===== src/rtl/audio_tone_timer.sv =====
// Duration timer (IDLE/RUN/DONE) counting tick strobes, plus a square-wave tone
// generator that only sounds while the timer is running.
module audio_tone_timer #(
   parameter logic [19:0] TONE_DIV_1 = 20'd56818,
   parameter logic [19:0] TONE_DIV_2 = 20'd113636,
   parameter logic [19:0] TONE_DIV_3 = 20'd85131
) (
   input  logic        clk,
   input  logic        resetN,
   input  logic        tick,
   input  logic [3:0]  sound_key,
   input  logic        request_time,
   input  logic [10:0] time_amount,
   output logic        time_done,
   output logic        busy,
   output logic [10:0] remaining,
   output logic        audio_out
);

   // state | meaning
   // IDLE  | waiting for a non-zero load
   // RUN   | counting ticks down from time_amount
   // DONE  | single-clk expiry pulse on time_done
   typedef enum logic [1:0] {IDLE = 2'd0, RUN = 2'd1, DONE = 2'd2} state_t;

   state_t      state_q, state_d;
   logic [10:0] remaining_q, remaining_d;
   logic [19:0] div_q, div_d;
   logic        audio_q, audio_d;
   logic [3:0]  key_prev_q, key_prev_d;

   logic        load;
   logic [19:0] half_period;
   logic        tone_valid;

   assign load = request_time && (time_amount != 11'd0);

   always_comb begin
      half_period = 20'd0;
      tone_valid  = 1'b0;
      case (sound_key)
         4'd1: begin half_period = TONE_DIV_1; tone_valid = 1'b1; end
         4'd2: begin half_period = TONE_DIV_2; tone_valid = 1'b1; end
         4'd3: begin half_period = TONE_DIV_3; tone_valid = 1'b1; end
         default: ;
      endcase
   end

   always_comb begin
      state_d     = state_q;
      remaining_d = remaining_q;
      if (load) begin
         state_d     = RUN;
         remaining_d = time_amount;
      end else begin
         case (state_q)
            RUN: begin
               if (tick) begin
                  // remaining<=1 also covers 0 so the count can never wrap
                  if (remaining_q <= 11'd1) begin
                     remaining_d = 11'd0;
                     state_d     = DONE;
                  end else begin
                     remaining_d = remaining_q - 11'd1;
                  end
               end
            end
            DONE:    state_d = IDLE;
            default: state_d = IDLE;
         endcase
      end
   end

   // A restart load keeps state_q at RUN, so the divider phase is preserved.
   always_comb begin
      div_d      = div_q;
      audio_d    = audio_q;
      key_prev_d = sound_key;
      if (sound_key != key_prev_q) begin
         div_d   = 20'd0;
         audio_d = 1'b0;
      end else if ((state_q != RUN) || !tone_valid) begin
         div_d   = 20'd0;
         audio_d = 1'b0;
      end else if (div_q == (half_period - 20'd1)) begin
         div_d   = 20'd0;
         audio_d = ~audio_q;
      end else begin
         div_d = div_q + 20'd1;
      end
   end

   always_ff @(posedge clk or negedge resetN) begin
      if (!resetN) begin
         state_q     <= IDLE;
         remaining_q <= 11'd0;
         div_q       <= 20'd0;
         audio_q     <= 1'b0;
         key_prev_q  <= 4'd15;
      end else begin
         state_q     <= state_d;
         remaining_q <= remaining_d;
         div_q       <= div_d;
         audio_q     <= audio_d;
         key_prev_q  <= key_prev_d;
      end
   end

   assign busy      = (state_q == RUN);
   assign time_done = (state_q == DONE);
   assign remaining = remaining_q;
   assign audio_out = audio_q;

endmodule


===== config.mk =====
export PLATFORM = sky130hd
export DESIGN_NAME = audio_tone_timer
export DESIGN_NICKNAME = d
export VERILOG_FILES = /design/src/rtl/audio_tone_timer.sv
export SDC_FILE = /design/constraint.sdc
export NUM_CORES = 1
export LEC_CHECK = 0
export ABC_AREA = 1
export BUFFER_PORTS_ARGS = -buffer_cell sky130_fd_sc_hd__clkbuf_2
export CAP_MARGIN = 20
export CORE_UTILIZATION = 53
export CTS_BUF_LIST = sky130_fd_sc_hd__clkbuf_8
export DETAILED_ROUTE_END_ITERATION = 10
export PLACE_DENSITY = 0.77
export SYNTH_ARGS = -nofsm -noshare
export SYNTH_HDL_FRONTEND = slang
export SYNTH_SLANG_ARGS = --single-unit

===== constraint.sdc =====
create_clock -name clk -period 1.6 [get_ports clk]
set_clock_uncertainty 0.1 [all_clocks]
set_input_delay 0.32 -clock clk [delete_from_list [all_inputs] [get_ports clk]]
set_output_delay 0.32 -clock clk [all_outputs]
set_load 0.005 [all_outputs]

==> run metrics, run 1 <==
CTS Sinks=38; DIE AREA=between 5000 and 6000 µm²; Synth-to-Final Area Change=54.07%; Max transition margin=0.7638; CTS tree=yes; Max Root-Sink Buffers=2; Psw=0.0007898 W; CP required=1.70 ns; number of global-route vias before repair=2785; failing checks=design-rule violations, negative setup slack; worst-path fanout max=4; status=finished, violations left; width of the die=70.73 µm; max incr delay on CP=0.46 ns; H-tree levels=2; drt pass-1 iters=9; Synth top area share=0.3398; via count=2940; die height=roughly 71 µm; unrepaired setup endpoints after global routing=yes; largest net degree at the start of global routing=39; HPWL Detailed=5.050 mm; GPL Wtd Cong=0.9006; Power Internal=0.001702 W; Critical Path Source Type=flip-flop; sequential fraction of the synthesis area=0.3818; Site Rows=24; clock buffer count from CTS=5; Cell Pwr Density=645.9 nW/µm²; synth unique cells=34; DRT antenna net count=0; Max Freq=0.5296 GHz; DRT Wirelength=8.671 mm; fin crit period=1.888 ns; clock slew at reported path FFs=about 0.090 ns; Leak=1.836 nW; sequential power share=0.422; combinational power share=0.292; Clk Latency, worst-skew pair=roughly 0.3 ns; Tot Pwr=0.002491 W; root buffer cell=clkbuf_8; pre-CTS WS=-0.5862 ns; # IOs=33; initial antenna violation count=0; Initial Util=0.5633; slowest CP cell=dfrtp_1; GRT overflow=0; Remaining DRCs=2; switching share of power=0.3170; Worst Max-Slew Pin Slew=0.3542 ns; FF+latch count, synth=38; number of diodes=0; wire length per cell=between 15 and 20 µm; first-pass GRT wire length=between 10 and 15 mm; Post-Syn Instances=343; final worst-path setup slack=-0.2882 ns; Buffers on Ports=32; crit-path cells=inv_1 > nand2_1 > nor2_1 > nand2_1 > nand2_1 > nand3_1 > nor2_1 > nand2_1 > nor2_4 > nand2_4 > buf_6 > nand3_1 > nor2_1; CP arrival=around 2.0 ns; Starting DRT DRC Count=353; fin crit share=1.180; Yosys Warn Count=0; Hold WS=around 0.14 ns; CP endpoint kind=flip-flop; Clk pwr share=0.286; core area=4444 µm²; Worst Hold Class=input port to flip-flop; fin nets=499; Syn Nets=366; area of the mapped netlist=2504 µm²; Vias/cell=between 5 and 6; WS Path Type=flip-flop to flip-flop; layout cells sized above 1=0.4612; Worst VDD drop=0.5589 mV; # setup viols final=34; Synth Area per Inst=7.299 µm²; Worst path most repeated cell=nand2_1; final hold vios=0; max-cap violation count=0; Synth area leaders=dfrtp_1, nand2_1, nand3_1; GRT Total Usage=0.3096; Final Max Slew Viols=0; post-synth top area cell=dfrtp_1
-- per-stage QoR --
stage	cells	cell area [µm²]	util	TNS [ns]
2_1_floorplan	343	2536	-	-5.246
3_3_place_gp	500	3328	0.7489	-10.38
3_5_place_dp	500	3328	0.7489	-12.31
4_1_cts	523	3611	0.8125	-2.612
5_1_grt	529	3857	0.8680	-9.958
6_report	529	3857	0.8680	-7.509
-- worst max-delay path, delay by kind of cell (launching register included) --
| kind | cells | cell delay, ns |
|---|---|---|
| and+or+nand+nor | 11 | 0.91 |
| buffers and inverters | 2 | 0.29 |
| DFF | 1 | 0.46 |
-- cell usage after synthesis --
cell type	number
a31oi_1	2
o21ai_2	1
o21bai_2	1
nor3_2	2
ha_1	4
nand4_1	4
nor2_1	45
a21oi_2	1
buf_2	1
clkbuf_1	1
nor2_2	9
o21ai_0	9
dfstp_2	4
dfrtp_1	34
nand2_2	2
o211ai_1	1
a21oi_1	4
nand3_1	39
o21ai_1	1
nand3b_1	1
nand2_1	90
xor2_1	14
inv_1	42
nor4_4	1
nor2_4	4
nor4_1	2
o21bai_1	1
inv_2	1
or2_2	1
buf_12	1
xnor2_1	9
clkinv_1	2
nand2_4	3
nor3_1	6
-- what timing repair did --
| item | CTS | global route |
|---|---|---|
| resized for setup | 23 | 55 |
| cloned | 0 | 1 |
| hold endpoints to repair | 34 | 0 |
| setup buffers | 14 | 6 |
| pin swaps | 5 | 19 |
| hold buffers | 1 | 0 |
| endpoints found under the setup margin | 34 | 34 |
-- power by group through the flow --
stage,combinational [W],sequential (W),clock (W)
after detailed placement,0.000519,0.00106,0
after global placement,0.000504,0.00106,0
after CTS,0.000608,0.00105,0.000696
after global routing,0.000779,0.00105,0.000755
after floorplan,0.000226,0.00107,0
final,0.000728,0.00105,0.000712
-- cell families (layout without fill, tap and decap cells) --
family                     Yosys count  count (layout)  synth area share
DFF                                 38              38            0.3818
and+or+nand+nor                    209             210            0.3883
AOI/OAI and AO/OA                   21              21           0.05047
buffers and inverters               48             181           0.07896
xor gates and xnor gates            23              23           0.08046
adders and majority gates            4               4           0.01999
-- sequential cells by signal, summed over array words and instances (netlist names) --
register,count
div_q,20
remaining,11
key_prev_q,4
state_q,2
audio_out,1
-- routing by layer --
layer | wire length [µm] | global-route usage | vias up
li1 | - | - | 1350
met1 | 3481 | 0.3816 | 1399
met2 | 4378 | 0.5363 | 159
met3 | 574 | 0.06553 | 32
met4 | 237 | 0.1133 | 0
met5 | 0 | 0 | -
-- area by class of cell --
cell class	count	area [µm²]
Inverter	45	172.7
Clock buffer	6	82.58
Tap cell	52	65.06
Sequential cell	38	955.9
Timing Repair Buffer	128	932.1
Multi-Input combinational cell	258	1640
Fill cell	211	586.8
Clock inverter	2	8.758
-- placed cells by master, fill, tap and decap left out, types with 3 or more instances in the layout --
cell type and instances:
nand2_1 75, nand3_1 29, clkbuf_8 6, nand4_1 4, nor2_2 15, xnor2_1 8, xor2_1 14, clkbuf_2 30
dfstp_2 4, a21oi_1 4, o21ai_1 4, nand2_2 15, nand3_2 9, inv_2 4, nor3_2 6, inv_1 39
buf_4 91, nor2_1 30, o21ai_0 4, buf_6 3, nand2_4 3, nor2_4 13, dfrtp_1 34, o21ai_2 3
nand2_8 3
-- final timing paths --
| check | start | slack (ns) | cells past startpoint | to |
|---|---|---|---|---|
| max | div_q[5] | -0.29 | 13 | div_q[19] |
| min | sound_key[3] | 0.14 | 2 | key_prev_q[3] |
| max reg2reg | div_q[5] | -0.29 | 13 | div_q[19] |
| min reg2reg | div_q[0] | 0.42 | 1 | div_q[0] |
| max in group asynchronous | resetN | 0.71 | 3 | key_prev_q[0] |
| min in group asynchronous | resetN | 0.43 | 3 | audio_out |
Power figures use the tool's default switching activity.
==> run 2: changes to the inputs <==
--- a/config.mk
+++ b/config.mk
@@ -8,10 +8,11 @@
 export ABC_AREA = 1
 export BUFFER_PORTS_ARGS = -buffer_cell sky130_fd_sc_hd__clkbuf_2
 export CAP_MARGIN = 20
-export CORE_UTILIZATION = 53
+export CORE_UTILIZATION = 54
 export CTS_BUF_LIST = sky130_fd_sc_hd__clkbuf_8
 export DETAILED_ROUTE_END_ITERATION = 10
-export PLACE_DENSITY = 0.77
+export PLACE_DENSITY = 0.78
+export RECOVER_POWER = 25
 export SYNTH_ARGS = -nofsm -noshare
 export SYNTH_HDL_FRONTEND = slang
 export SYNTH_SLANG_ARGS = --single-unit
==> run 2 against run 1 <==
The flow finishes with violations (negative setup slack). Power shrank 0.64%. Setup slack lost 0.16 ns. Count of clock-buffer cells in the layout down 1. Critical path type is now input port to flip-flop. Critical endpoint is now div_q[5]. Highest routed layer unchanged.
==> run metrics, run 2 (synthesized netlist as in run 1, its figures left out) <==
Clk Latency, worst-skew pair=between 0.3 and 0.4 ns; max incr delay on CP=0.19 ns; clock slew at reported path FFs=0.08 ns; largest net degree at the start of global routing=39; Psw=0.0008348 W; number of diodes=0; status=finished, violations left; width of the die=70.09 µm; Worst VDD drop=0.5442 mV; Leak=1.875 nW; CP arrival=2.13 ns; Final Util=0.8793; WS Path Type=input port to flip-flop; number of global-route vias before repair=2874; final hold vios=0; DIE AREA=between 4000 and 5000 µm²; fin crit period=2.044 ns; Area after DPL=3333 µm²; met3 wire len=1.078 mm; fin nets=497; Remaining DRCs=0; Vias/cell=6.106; wire length per cell=roughly 20 µm; reg-to-reg startpoint=div_q[0]; Buffers on Ports=32; core area=~4400 µm²; FF-to-FF End=div_q[5]; DR top layer=met4; unrepaired setup endpoints after global routing=yes; FILL cells=214; clock buffer count from CTS=5; Max Root-Sink Buffers=2; drt pass-1 iters=6; combinational power share=0.300; GPL Wtd Cong=0.9117; CP endpoint kind=flip-flop; Final Max Slew Viols=0; commonest non-fill, non-tap cell in the layout=buf_4; worst-path fanout max=7; Metal-1 WL=3.707 mm; layout cells sized above 1=0.4568; r2r worst-path depth=12; CTS tree=yes; Worst path most repeated cell=nand2_1; r2r setup slk=-0.36 ns; first-pass GRT wire length=13.03 mm; final instance area=3881 µm²; H-tree levels=2; die height=70.09 µm; CTS Sinks=38; most frequent cells in the layout=buf_4, nand2_1, inv_1; WL met2=4.943 mm; Reg with most FFs=div_q; top flop regs=div_q (20), remaining (11), key_prev_q (4); slowest CP cell=ha_4; max reg flops=20; Max Freq=~0.49 GHz; Initial Util=0.5672; # IOs=33; Critical Path Source Type=input port; DRT antenna net count=0; Clk pwr share=0.272; CP Depth=16; Worst Hold Class=input port to flip-flop; fin crit share=1.277; critical path capture point=div_q[5]; Synth-to-Final Area Change=55.02%; max-cap violation count=0; CP required=~1.7 ns; Critical path origin=sound_key[1]; Buf+Inv Stages, Crit Path=4; switching share of power=0.3373; pre-CTS WS=-0.5448 ns; sequential power share=0.428; final worst-path setup slack=-0.4439 ns; Worst Max-Slew Pin Slew=0.4740 ns; via count=roughly 3200; Max transition margin=0.6816; # setup viols final=34; DRT Wirelength=10.44 mm; CP delay by family, top=simple AND/OR/NAND/NOR gates; initial antenna violation count=0; Site Rows=24; GRT Total Usage=0.3411; Power Internal=0.001641 W; Starting DRT DRC Count=483; GRT overflow=0; crit-path cells=clkbuf_2 > nand2_1 > inv_1 > nand2_4 > ha_4 > buf_4 > nand2_4 > nand2_1 > nand2_1 > nand2_1 > nand2_2 > nor2_4 > nand2_4 > nand2_8 > buf_12 > nor2_4; HPWL Detailed=4.950 mm; failing checks=negative setup slack; setup tns final=-10.48 ns; root buffer cell=clkbuf_8; Cell Pwr Density=around 640 nW/µm²
## run 2: repair_timing
action,CTS,global route
gates resized for setup,40,45
hold buffers,1,0
endpoints found under the hold margin,34,0
cloned,0,1
buffers inserted,12,6
setup endpoints to repair,34,34
pin swaps,15,28
## run 2: cell type report
cell class                      instances  area [µm²]  area share
Multi-Input combinational cell        257        1647      0.4242
Sequential cell                        38       958.4      0.2469
Timing Repair Buffer                  127       958.4      0.2469
Inverter                               45       172.7     0.04449
Clock buffer                            5       68.82     0.01773
Tap cell                               52       65.06     0.01676
Clock inverter                          3       11.26    0.002901
## run 2: worst min path at each step
stage | startpoint | to | slack (ns) | cells after the start
floorplan | resetN | audio_out | -0.08 | 0
global placement | resetN | remaining[9] | 0.21 | 2
detailed placement | resetN | remaining[10] | 0.21 | 2
CTS | sound_key[1] | key_prev_q[1] | 0.16 | 2
global route | sound_key[3] | key_prev_q[3] | 0.12 | 2
finish | sound_key[3] | key_prev_q[3] | 0.12 | 2
## run 2: power by group through the flow
stage                     Clock [W]  Sequential (W)  Combinational [W]
after detailed placement          0         0.00106           0.000508
after floorplan                   0         0.00107           0.000226
final                      0.000672         0.00106           0.000744
after global routing       0.000698         0.00106           0.000788
after global placement            0         0.00106           0.000492
after CTS                  0.000646         0.00105           0.000594
## run 2: layer usage
layer / track usage / vias up
li1: - / 1338
met1: 0.4216 / 1498
met2: 0.5737 / 298
met3: 0.07071 / 84
met4: 0.1511 / 0
met5: 0 / -
## run 2: per-stage QoR
step,instances,hold slack [ns],power (W)
after floorplan,343,-0.07559,0.001295
after global placement,499,0.2068,0.001555
after detailed placement,499,0.2081,0.001571
after CTS,520,0.1580,0.002287
after global routing,527,0.1201,0.002549
final,527,0.1210,0.002475
